**src/rtl/packet_arbiter.sv**
```systemverilog
// Packet-granular round-robin arbiter feeding the packet parser bus.
// Holds the granted port from SOP to EOP, then inserts an idle gap.
module packet_arbiter #(
    parameter int NUM_PORTS        = 4,
    parameter int WIDTH_DATA_BYTES = 8,
    parameter int IDLE_GAP_CYCLES  = 1
) (
    input  logic                                    clk_host,
    input  logic                                    rst,
    input  logic [NUM_PORTS-1:0]                    in_valid,
    input  logic [NUM_PORTS-1:0]                    in_sop,
    input  logic [NUM_PORTS-1:0]                    in_eop,
    input  logic [NUM_PORTS*WIDTH_DATA_BYTES-1:0]   in_byteen,
    input  logic [NUM_PORTS*WIDTH_DATA_BYTES*8-1:0] in_data,
    output logic [NUM_PORTS-1:0]                    in_ready,
    output logic                                    bus_out_valid,
    output logic                                    bus_out_sop,
    output logic                                    bus_out_eop,
    output logic [WIDTH_DATA_BYTES-1:0]             bus_out_byteen,
    output logic [WIDTH_DATA_BYTES*8-1:0]           bus_out_data,
    output logic [$clog2(NUM_PORTS)-1:0]            grant_id,
    output logic                                    busy,
    output logic                                    proto_err
);

    localparam int WB = WIDTH_DATA_BYTES * 8;
    localparam int IW = $clog2(NUM_PORTS);
    localparam int GW = (IDLE_GAP_CYCLES > 0) ? $clog2(IDLE_GAP_CYCLES + 1) : 1;
    localparam logic [GW-1:0] GAP_LOAD =
        (IDLE_GAP_CYCLES > 0) ? GW'(IDLE_GAP_CYCLES - 1) : '0;
    localparam logic [IW-1:0] LAST = IW'(NUM_PORTS - 1);

    typedef enum logic [1:0] {
        IDLE = 2'd0,
        XFER = 2'd1,
        GAP  = 2'd2
    } state_t;

    state_t                  state_q, state_d;
    logic [IW-1:0]           rr_ptr_q, rr_ptr_d;
    logic [IW-1:0]           grant_q, grant_d;
    logic [GW-1:0]           gap_cnt_q, gap_cnt_d;
    logic                    first_q, first_d;
    logic                    perr_q, perr_d;
    logic                    ov_q, ov_d;
    logic                    osop_q, osop_d;
    logic                    oeop_q, oeop_d;
    logic [WIDTH_DATA_BYTES-1:0] obe_q, obe_d;
    logic [WB-1:0]           odata_q, odata_d;

    logic [NUM_PORTS-1:0]    req;
    logic [IW-1:0]           pick;
    logic [IW-1:0]           idx;
    logic                    found;

    logic                    cur_valid;
    logic                    cur_sop;
    logic                    cur_eop;
    logic [WIDTH_DATA_BYTES-1:0] cur_be;
    logic [WB-1:0]           cur_data;

    // Circular first-set search over SOP requests starting at rr_ptr.
    always_comb begin
        req   = in_valid & in_sop;
        pick  = '0;
        found = 1'b0;
        idx   = rr_ptr_q;
        for (int i = 0; i < NUM_PORTS; i++) begin
            if (!found && req[idx]) begin
                found = 1'b1;
                pick  = idx;
            end
            idx = (idx == LAST) ? '0 : idx + IW'(1);
        end
    end

    // Mux the granted port's beat.
    always_comb begin
        cur_valid = in_valid[grant_q];
        cur_sop   = in_sop[grant_q];
        cur_eop   = in_eop[grant_q];
        cur_be    = in_byteen[int'(grant_q)*WIDTH_DATA_BYTES +: WIDTH_DATA_BYTES];
        cur_data  = in_data[int'(grant_q)*WB +: WB];
    end

    // Only the owner of the current packet is ready, and only in XFER.
    always_comb begin
        in_ready = '0;
        if (state_q == XFER) begin
            in_ready[grant_q] = 1'b1;
        end
    end

    // Next-state, pointer and output-register logic.
    always_comb begin
        state_d   = state_q;
        rr_ptr_d  = rr_ptr_q;
        grant_d   = grant_q;
        gap_cnt_d = gap_cnt_q;
        first_d   = first_q;
        perr_d    = perr_q;
        ov_d      = 1'b0;
        osop_d    = 1'b0;
        oeop_d    = 1'b0;
        obe_d     = '0;
        odata_d   = '0;
        unique case (state_q)
            IDLE: begin
                if (found) begin
                    grant_d = pick;
                    first_d = 1'b1;
                    state_d = XFER;
                end
            end
            XFER: begin
                if (cur_valid) begin
                    ov_d    = 1'b1;
                    osop_d  = cur_sop;
                    oeop_d  = cur_eop;
                    obe_d   = cur_be;
                    odata_d = cur_data;
                    first_d = 1'b0;
                    if (cur_sop && !first_q) begin
                        perr_d = 1'b1;
                    end
                    if (cur_eop) begin
                        rr_ptr_d = (grant_q == LAST) ? '0 : grant_q + IW'(1);
                        if (IDLE_GAP_CYCLES > 0) begin
                            state_d   = GAP;
                            gap_cnt_d = GAP_LOAD;
                        end else begin
                            state_d = IDLE;
                        end
                    end
                end
            end
            GAP: begin
                if (gap_cnt_q == '0) begin
                    state_d = IDLE;
                end else begin
                    gap_cnt_d = gap_cnt_q - GW'(1);
                end
            end
            default: begin
                state_d = IDLE;
            end
        endcase
    end

    // State and output registers with synchronous reset.
    always_ff @(posedge clk_host) begin
        if (rst) begin
            state_q   <= IDLE;
            rr_ptr_q  <= '0;
            grant_q   <= '0;
            gap_cnt_q <= '0;
            first_q   <= 1'b0;
            perr_q    <= 1'b0;
            ov_q      <= 1'b0;
            osop_q    <= 1'b0;
            oeop_q    <= 1'b0;
            obe_q     <= '0;
            odata_q   <= '0;
        end else begin
            state_q   <= state_d;
            rr_ptr_q  <= rr_ptr_d;
            grant_q   <= grant_d;
            gap_cnt_q <= gap_cnt_d;
            first_q   <= first_d;
            perr_q    <= perr_d;
            ov_q      <= ov_d;
            osop_q    <= osop_d;
            oeop_q    <= oeop_d;
            obe_q     <= obe_d;
            odata_q   <= odata_d;
        end
    end

    assign bus_out_valid  = ov_q;
    assign bus_out_sop    = osop_q;
    assign bus_out_eop    = oeop_q;
    assign bus_out_byteen = obe_q;
    assign bus_out_data   = odata_q;
    assign grant_id       = grant_q;
    assign busy           = (state_q == XFER);
    assign proto_err      = perr_q;

endmodule

```
**config.mk**
```make
export PLATFORM = sky130hd
export DESIGN_NAME = packet_arbiter
export DESIGN_NICKNAME = d
export VERILOG_FILES = /design/src/rtl/packet_arbiter.sv
export SDC_FILE = /design/constraint.sdc
export NUM_CORES = 1
export LEC_CHECK = 0
export CAP_MARGIN = 20
export CORE_AREA = 2 2 150 152
export CTS_BUF_LIST = sky130_fd_sc_hd__clkbuf_4 sky130_fd_sc_hd__clkbuf_8
export CTS_CLUSTER_SIZE = 10
export DETAILED_ROUTE_END_ITERATION = 10
export DIE_AREA = 0 0 152 154
export PLACE_DENSITY = 0.64
export SLEW_MARGIN = 10
export SYNTH_ARGS = -nofsm -noshare
export SYNTH_HDL_FRONTEND = slang
export SYNTH_SLANG_ARGS = --single-unit
```
**constraint.sdc**
```tcl
create_clock -name clk_host -period 2.8 [get_ports clk_host]
set_input_delay 0.28 -clock clk_host [delete_from_list [all_inputs] [get_ports clk_host]]
set_output_delay 0.28 -clock clk_host [all_outputs]
set_load 0.01 [all_outputs]
```
==> results.txt, run 1 <==
----------------------------------------------------
[Synth]
  Syn nets ... 645
  Seq/Total Area, Yosys ... 36.8%
  Leading cell type by number of instances after synthesis ... sky130_fd_sc_hd__dfxtp_1
  Mux contribution to synthesized area ... 38.9%
  Largest family of logic cells by synthesized area ... multiplexers
  Leading cell types by total area after synthesis ... sky130_fd_sc_hd__mux4_2, sky130_fd_sc_hd__dfxtp_1, sky130_fd_sc_hd__nor2b_1
  Arithmetic-cell share of the synthesized area counting full adders, half adders and majority gates ... 1.61%
  Simple logic cell fraction of the synthesized area ... 15.0%
  Commonest register cell after synthesis ... sky130_fd_sc_hd__dfxtp_1
  Async set-or-reset flop fraction in the synthesized netlist ... 0%
  Synthesized flop and latch total ... 83
  EDFF count, synth ... 0
  Portion of synthesized cell area occupied by the leading cell type ... 38.5%
  Post-synthesis share of cell area spent on xor and xnor gates ... 0%
  Most numerous cell types in the synthesized netlist ... sky130_fd_sc_hd__dfxtp_1, sky130_fd_sc_hd__mux4_2, sky130_fd_sc_hd__nor2b_1
  Count of cell types in the netlist ... 40
  Syn Area/Cell ... 13.3 sq um
  Warning count from the yosys run ... 0
  Largest area contributor in the netlist ... sky130_fd_sc_hd__mux4_2
  Number of standard cells after synthesis ... 338
  Mapped Area ... 4510 sq um
  Compound-cell area share of the yosys netlist ... 3.52%

[Detailed routing]
  Via density per instance ... 4.32
  Iteration-0 DRC count of the detailed router ... 195
  Count of TritonRoute iterations in the first routing pass ... 4
  # DRC ... 0
  Average wire per standard cell ... 19.0 microns
  Final routed wirelength across all metal layers ... 18900 microns
  Count of vias placed by the detailed router ... 4302
  Detail Route Antenna Nets ... 0

[Hold path]
  Number of cells on the worst hold path ... 2
  Worst min-delay path category ... flop to flop

[Worst setup path]
  Critical path class ... flop to output port
  Data required time at the worst endpoint ... 2.52 ns
  Setup crit end kind ... output port
  Worst-case reg-to-reg path depth ... 4
  Worst setup SP type ... flop
  Crit path arrival time ... 2.06 ns
  Top fanout value on the critical path ... 31
  Register-to-Register Setup Slack ... 0.58 ns

[Cells and area]
  Count of nets after finishing ... 1016
  Finished layout cell area ... 8780 sq um
  Area overhead of the layout relative to synthesis ... 94.8%
  Layout cells sized above 1 ... 15.0%

[Clock tree]
  Number of hold-repair buffers added at the cts stage ... 0
  Max H-tree Level ... 3
  Inserted Clock Buffers ... 9
  TritonCTS sink count ... 83
  Maximum number of buffers from clock root to sink ... 2
  Setup Buffers After CTS ... 0
  Clock tree from TritonCTS ... built
  Root Buffer ... sky130_fd_sc_hd__clkbuf_8
  Clock latency reported for the late side of the worst-skew pair ... 0.37 ns
  Quantity of gates resized following cts ... 0
  Register clock-pin slew on the reported worst setup and hold paths ... 0.08 ns

[STA]
  Final worst path period need ... 2.34 ns
  Period Utilization, post-route ... 83.7%
  Final setup violation count ... 0
  Max-slew violation count ... 0
  Rel. slew slack ... 52.9%
  Maximum clock frequency ... 427 MHz
  Slew at the pin closest to its max-slew limit ... 0.707 ns
  Final setup skew ... 0.0161 ns
  Hold violation total from the final report ... 0
  Unrepaired setup endpoints after global routing ... no
  Sum Neg Setup Slack ... 0 ns

[Global route]
  Vias in the first global route ... 4448
  Pin count of the biggest net entering global routing ... 75
  Global routing usage summed across all routing layers ... 15.6%
  First-pass GRT wire length ... 27500 microns
  Antenna violations before repair ... 2
  Final global-route overflow total ... 0

[Die]
  DIE WIDTH ... 152 microns
  Die Y-Extent ... 154 microns
  Placeable core area ... 21700 sq um
  Full die area ... 23400 sq um
  Initial Util ... 20.8%
  Std-Cell Rows ... 54
  Number of I/O pins ... 385

[Placed design]
  Dpl cell area ... 8590 sq um
  DP Wirelength ... 15300 microns
  Port Buffer Count ... 384
  Weighted congestion at the end of routability-driven global placement ... 0.807

[Power and ir drop]
  Largest voltage drop on the vdd net ... 0.000155 V
  Leakage power of the design ... 3.00 nW
  Power density of the placed cells ... 467 nW/um^2
  Overall power after layout ... 4.10 mW

[Outcome]
  Run status ... completed

[Run]
  Maximum capacitance violations ... 0

----------------------------------------------------
## flip-flops by register name, summed over array words and instances, names as in the netlist
| signal | cells |
|---|---|
| proto_err | 1 |
| grant_id | 2 |
| bus_out_data | 64 |
| bus_out_eop | 1 |
| bus_out_valid | 1 |
| rr_ptr_q | 2 |
| first_q | 1 |
| bus_out_sop | 1 |
| bus_out_byteen | 8 |
| state_q | 2 |
## per-stage QoR
stage	hold slack, ns	instances	setup WS, ns	utilization [%]
floorplan	0.437	338	0.954	-
global placement	0.447	978	0.669	39.6
CTS	0.474	993	0.330	40.5
global route	0.499	995	0.261	40.5
detailed placement	0.463	978	0.651	39.6
finish	0.463	995	0.456	40.5
## cell families (layout without fill, tap and decap cells)
logic type                 Yosys count  count (layout)
other                                0               2
DFF                                 83              83
and+or+nand+nor                    113             113
buffers and inverters               33             408
AOI/OAI and AO/OA                   24              24
adders and majority gates            6               6
muxes                               79              79
## final timing paths
kind                from     endpoint
max          grant_id[0]  grant_id[0]
max reg2reg  rr_ptr_q[0]  grant_id[1]
min              first_q      first_q
min reg2reg      first_q      first_q
## final cells by class
cell class              count  area [sq um]
inverters                   4          15.0
multi-input cells         222          2660
repair buffers            389          3890
clock inverters             5          53.8
fillers                  2086         12900
well taps                 280           350
flip-flops and latches     83          1670
clock buffers              10           131
diodes                      2          5.00
## worst max-delay path, stage by stage (launching register included)
cell                              delay (ns)
sky130_fd_sc_hd__dfxtp_4                0.51
sky130_fd_sc_hd__buf_4                  0.54
sky130_fd_sc_hd__clkdlybuf4s50_1        0.65
## cell usage in the layout, fill, tap and decap left out, types with 3 or more instances in the layout
cell type	count
sky130_fd_sc_hd__o21ai_0	4
sky130_fd_sc_hd__and2_1	5
sky130_fd_sc_hd__and2_4	3
sky130_fd_sc_hd__nor2_1	8
sky130_fd_sc_hd__mux4_2	77
sky130_fd_sc_hd__nand3_1	4
sky130_fd_sc_hd__a21oi_1	6
sky130_fd_sc_hd__nand2_1	8
sky130_fd_sc_hd__inv_1	3
sky130_fd_sc_hd__buf_4	4
sky130_fd_sc_hd__clkbuf_8	9
sky130_fd_sc_hd__clkdlybuf4s50_1	384
sky130_fd_sc_hd__dfxtp_1	81
sky130_fd_sc_hd__nor2b_1	75
sky130_fd_sc_hd__ha_1	5
## where the power goes
group | internal (mW) | total [mW] | switching, mW
Clock | 0.416 | 0.883 | 0.467
Sequential | 1.29 | 1.40 | 0.105
Combinational | 1.20 | 1.82 | 0.625
## layer usage
layer,track usage [%],part of all wire (%),vias to the layer above
li1,-,-,2020
met1,19.0,41,2080
met2,26.8,51,178
met3,3.58,5.4,24
met4,5.96,2.2,0
met5,0,0,-
No activity file was read; power rests on OpenSTA's default activity.
==> run 2, diff against run 1 <==
Settings changed: PLACE_DENSITY 0.64 to 0.66.
Clock period 2.8 ns to 2.1 ns, I/O delays scaled along.
==> results.txt, run 2 (synthesized netlist as in run 1, its figures left out) <==
----------------------------------------------------
[Cells and area]
  Multi-input gate area in the final layout ... 2660 sq um
  Sequential cell area ... 1670 sq um
  Max FFs per register ... 64
  Fillcell total ... 2069
  N_diodes ... 0
  Commonest cells after routing, fill and taps aside ... sky130_fd_sc_hd__clkdlybuf4s50_1, sky130_fd_sc_hd__dfxtp_1, sky130_fd_sc_hd__mux4_2
  Area overhead of the layout relative to synthesis ... 100%
  Finished layout cell area ... 9020 sq um
  Leading cell type in the layout, fill and taps excluded ... sky130_fd_sc_hd__clkdlybuf4s50_1
  Count of nets after finishing ... 1030
  Layout cells sized above 1 ... 16.8%

[Placed design]
  DP Wirelength ... 15700 microns
  Port Buffer Count ... 384
  Weighted congestion at the end of routability-driven global placement ... 0.834
  Dpl cell area ... 8700 sq um
  Pre-CTS setup slack ... 0.0580 ns

[STA]
  Rel. slew slack ... 64.2%
  Max-slew violation count ... 0
  Final worst setup slack ... 0.135 ns
  Unrepaired setup endpoints after global routing ... no
  Sum Neg Setup Slack ... 0 ns
  Final worst path period need ... 1.97 ns
  Worst slack on hold paths ... 0.468 ns
  Maximum clock frequency ... 509 MHz
  Final setup skew ... 0.0102 ns
  Slew at the pin closest to its max-slew limit ... 0.537 ns
  Period Utilization, post-route ... 93.6%
  Final setup violation count ... 0
  Hold violation total from the final report ... 0

[Power and ir drop]
  Leakage power of the design ... 3.16 nW
  Largest voltage drop on the vdd net ... 0.000279 V
  Power density of the placed cells ... 654 nW/um^2
  Overall power after layout ... 5.90 mW

[Worst setup path]
  Critical path class ... flop to output port
  Top fanout value on the critical path ... 15
  Crit path arrival time ... 1.76 ns
  Worst setup SP type ... flop
  Data required time at the worst endpoint ... 1.89 ns
  Setup crit end kind ... output port

[Run]
  Maximum capacitance violations ... 0

[Clock tree]
  Max H-tree Level ... 3
  Clock tree from TritonCTS ... built
  Clock latency reported for the late side of the worst-skew pair ... 0.37 ns
  Register clock-pin slew on the reported worst setup and hold paths ... 0.09 ns
  Root Buffer ... sky130_fd_sc_hd__clkbuf_8
  Number of hold-repair buffers added at the cts stage ... 0
  Inserted Clock Buffers ... 9
  TritonCTS sink count ... 83
  Maximum number of buffers from clock root to sink ... 2

[Detailed routing]
  Iteration-0 DRC count of the detailed router ... 169
  Detail Route Antenna Nets ... 0
  Average wire per standard cell ... 18.9 microns
  # DRC ... 0
  Via density per instance ... 4.37
  Final routed wirelength across all metal layers ... 19000 microns
  Count of TritonRoute iterations in the first routing pass ... 4
  Count of vias placed by the detailed router ... 4402

[Hold path]
  Worst min-delay path category ... flop to flop

[Die]
  DIE WIDTH ... 152 microns
  Number of I/O pins ... 385
  Placeable core area ... 21700 sq um
  Die Y-Extent ... 154 microns
  Std-Cell Rows ... 54
  Full die area ... 23400 sq um
  Initial Util ... 20.8%

[Global route]
  Antenna violations before repair ... 0
  Global routing usage summed across all routing layers ... 15.9%
  Final global-route overflow total ... 0
  First-pass GRT wire length ... 28400 microns
  Pin count of the biggest net entering global routing ... 41
  Vias in the first global route ... 4709

[Outcome]
  Run status ... completed

----------------------------------------------------
[run 2: what timing repair did]
| action | in CTS | in global routing |
|---|---|---|
| buffers inserted | 3 | 0 |
| setup endpoints to repair | 1 | 2 |
| resized for setup | 1 | 2 |
| gates cloned | 1 | 0 |
[run 2: path summary, 6_finish.rpt]
check / start / end / slack, ns / depth (start not counted)
hold reg to reg: first_q / first_q / 0.47 / 2
setup reg to reg: grant_id[0] / bus_out_data[5] / 0.21 / 6
setup / recovery: grant_id[0] / in_ready[1] / 0.13 / 4
hold / removal: first_q / first_q / 0.47 / 2
[run 2: per-stage QoR]
| stage | instances | util [%] |
|---|---|---|
| after global routing | 1008 | 41.6 |
| final | 1008 | 41.6 |
| after CTS | 1008 | 41.6 |
| after global placement | 988 | 40.1 |
| after floorplan | 338 | - |
| after detailed placement | 988 | 40.1 |
[run 2: critical path, stage by stage, from the launching register on]
cell                              delay, ns
sky130_fd_sc_hd__dfxtp_4               0.41
sky130_fd_sc_hd__buf_16                0.18
sky130_fd_sc_hd__ha_1                  0.15
sky130_fd_sc_hd__and2_1                0.11
sky130_fd_sc_hd__clkdlybuf4s50_1       0.55
[run 2: final cells by class]
cell class | instances | area share (%)
inverters | 4 | 0.166
repair buffers | 403 | 45.2
flip-flops and latches | 83 | 18.5
clock inverters | 4 | 1.08
well taps | 280 | 3.88
multi-input cells | 222 | 29.5
clock buffers | 12 | 1.69
[run 2: per-layer routing]
layer | track usage [%] | vias to the layer above | part of all wire, %
li1 | - | 2049 | -
met1 | 19.0 | 2143 | 40
met2 | 27.5 | 186 | 52
met3 | 4.74 | 24 | 6.0
met4 | 4.94 | 0 | 2.2
met5 | 0 | - | 0
[run 2: power by group]
part           total (mW)  leakage [nW]  internal, mW  switching [mW]
Sequential           1.80         0.675          1.72          0.0726
Combinational        2.63          2.37          1.70           0.933
Clock                1.48         0.124         0.851           0.624
==> run 3, diff against run 2 <==
--- a/config.mk
+++ b/config.mk
@@ -12,4 +12,5 @@
 export DETAILED_ROUTE_END_ITERATION = 10
 export DIE_AREA = 0 0 152 154
+export GPL_ROUTABILITY_DRIVEN = 0
 export PLACE_DENSITY = 0.66
 export SLEW_MARGIN = 10
==> constraint.sdc (replaced) <==
create_clock -name clk_host -period 2.1 [get_ports clk_host]
set_input_delay 0.315 -clock clk_host [delete_from_list [all_inputs] [get_ports clk_host]]
set_output_delay 0.315 -clock clk_host [all_outputs]
set_load 0.01 [all_outputs]
==> results.txt, run 3 (synthesized netlist as in run 1, its figures left out) <==
----------------------------------------------------
[Detailed routing]
  # DRC ... 0
  Detail Route Antenna Nets ... 0
  Top routing layer in use ... met4
  Final routed wirelength across all metal layers ... 18900 microns
  Met2 wire length ... 10000 microns
  Met1 WL ... 7540 microns
  Count of TritonRoute iterations in the first routing pass ... 4
  Iteration-0 DRC count of the detailed router ... 236
  Average wire per standard cell ... 18.8 microns
  DR WL met3 ... 1090 microns
  Via density per instance ... 4.31
  Count of vias placed by the detailed router ... 4342

[Power and ir drop]
  Combinational cell fraction of total power ... 45.1%
  Leakage power of the design ... 3.16 nW
  Switching fraction of total power ... 29.1%
  Internal portion of total power ... 4.09 mW
  Overall power after layout ... 5.77 mW
  Largest voltage drop on the vdd net ... 0.000260 V
  Net switching power ... 1.68 mW
  Power density of the placed cells ... 642 nW/um^2
  Share of power burned in registers ... 31.2%
  Clock share of power ... 23.6%

[Clock tree]
  Register clock-pin slew on the reported worst setup and hold paths ... 0.09 ns
  Clock tree from TritonCTS ... built
  Root Buffer ... sky130_fd_sc_hd__clkbuf_8
  Inserted Clock Buffers ... 9
  Number of hold-repair buffers added at the cts stage ... 0
  Max H-tree Level ... 3
  TritonCTS sink count ... 83
  Maximum number of buffers from clock root to sink ... 2
  Clock latency reported for the late side of the worst-skew pair ... 0.37 ns

[Worst setup path]
  Worst setup SP type ... flop
  Critical Path, Cell by Cell ... ha_1, and2_1, clkdlybuf4s50_1
  Crit path arrival time ... 1.66 ns
  Top fanout value on the critical path ... 8
  Critical path's largest stage delay ... 0.57 ns
  Critical path class ... flop to output port
  Setup crit end kind ... output port
  Launch point of the critical path ... grant_id[1]
  Sum of buffers and inverters on the critical path ... 1
  Dominant delay contributor by cell family on the critical path ... buffers and inverters
  Cell with the biggest individual delay on the critical path ... sky130_fd_sc_hd__clkdlybuf4s50_1
  Data required time at the worst endpoint ... 1.78 ns
  Source of the worst register-to-register timing path ... rr_ptr_q[0]

[Global route]
  Pin count of the biggest net entering global routing ... 41
  Final global-route overflow total ... 0
  Antenna violations before repair ... 0
  Vias in the first global route ... 4653
  First-pass GRT wire length ... 28300 microns
  Global routing usage summed across all routing layers ... 15.8%

[Cells and area]
  Commonest cells after routing, fill and taps aside ... sky130_fd_sc_hd__clkdlybuf4s50_1, sky130_fd_sc_hd__dfxtp_1, sky130_fd_sc_hd__mux4_2
  Util after Layout ... 41.4%
  N_diodes ... 0
  Post-layout instance count excluding filler cells ... 1008
  Finished layout cell area ... 8980 sq um
  Layout cells sized above 1 ... 16.9%
  Leading cell type in the layout, fill and taps excluded ... sky130_fd_sc_hd__clkdlybuf4s50_1
  Max FFs per register ... 64
  Count of nets after finishing ... 1030
  Area overhead of the layout relative to synthesis ... 99.3%

[Placed design]
  Dpl cell area ... 8730 sq um
  Port Buffer Count ... 384
  DP Wirelength ... 15800 microns
  Post-Place Cells ... 990

[STA]
  Hold violation total from the final report ... 0
  Rel. slew slack ... 63.4%
  Unrepaired setup endpoints after global routing ... no
  Max-slew violation count ... 0
  Final setup violation count ... 0
  Period Utilization, post-route ... 94.2%
  Maximum clock frequency ... 505 MHz
  Final setup skew ... 0.0161 ns
  Slew at the pin closest to its max-slew limit ... 0.550 ns
  Final worst path period need ... 1.98 ns

[Hold path]
  Worst min-delay path category ... flop to flop
  Hold_sp ... first_q

[Die]
  Number of I/O pins ... 385
  DIE WIDTH ... 152 microns
  Std-Cell Rows ... 54
  Initial Util ... 20.8%
  Die Y-Extent ... 154 microns
  Full die area ... 23400 sq um
  Placeable core area ... 21700 sq um

[Outcome]
  Run status ... completed

[Run]
  Maximum capacitance violations ... 0

----------------------------------------------------
[run 3: final cells by class]
type	count	area [sq um]
Sequential cell	83	1670
Inverter	4	15.0
Timing Repair Buffer	403	4060
Multi-Input combinational cell	222	2660
Tap cell	280	350
Fill cell	2064	12700
Clock inverter	7	106
Clock buffer	9	124
[run 3: final timing paths]
check | cells past startpoint | slack [ns] | end
setup / recovery | 3 | 0.12 | in_ready[3]
hold / removal | 2 | 0.46 | first_q
setup reg to reg | 6 | 0.17 | grant_id[1]
hold reg to reg | 2 | 0.46 | first_q
[run 3: per-stage QoR]
| stage | hold slack (ns) | TNS, ns | worst slack [ns] |
|---|---|---|---|
| final | 0.457 | 0 | 0.121 |
| after global routing | 0.474 | 0 | 0.00511 |
| after CTS | 0.461 | 0 | 0.0155 |
| after detailed placement | 0.449 | -0.0236 | -0.0236 |
| after global placement | 0.447 | 0 | 0.00369 |
| after floorplan | 0.437 | 0 | 0.254 |
[run 3: layer usage]
metal / vias to the layer above / global-route usage (%)
met5: - / 0
met4: 0 / 3.78
met3: 17 / 4.43
met2: 207 / 28.5
met1: 2076 / 18.7
li1: 2042 / -
[run 3: tightest hold or removal path: cells and delay by family, from the launching register on]
kind | cells | cell delay, ns
flip-flops | 1 | 0.32
AND/OR/NAND/NOR | 1 | 0.05
AO/OA/AOI/OAI | 1 | 0.05
[run 3: what timing repair did]
item,CTS,global route
setup buffers,0,2
endpoints found under the setup margin,4,4
gates resized for setup,1,3
[run 3: power by group through the flow]
stage / logic (mW) / registers (mW) / clock network (mW)
after floorplan: 1.37 / 1.88 / 0
after global placement: 2.63 / 1.84 / 0
after detailed placement: 2.63 / 1.85 / 0
after CTS: 2.65 / 1.81 / 1.44
after global routing: 2.79 / 1.82 / 1.51
final: 2.60 / 1.80 / 1.36
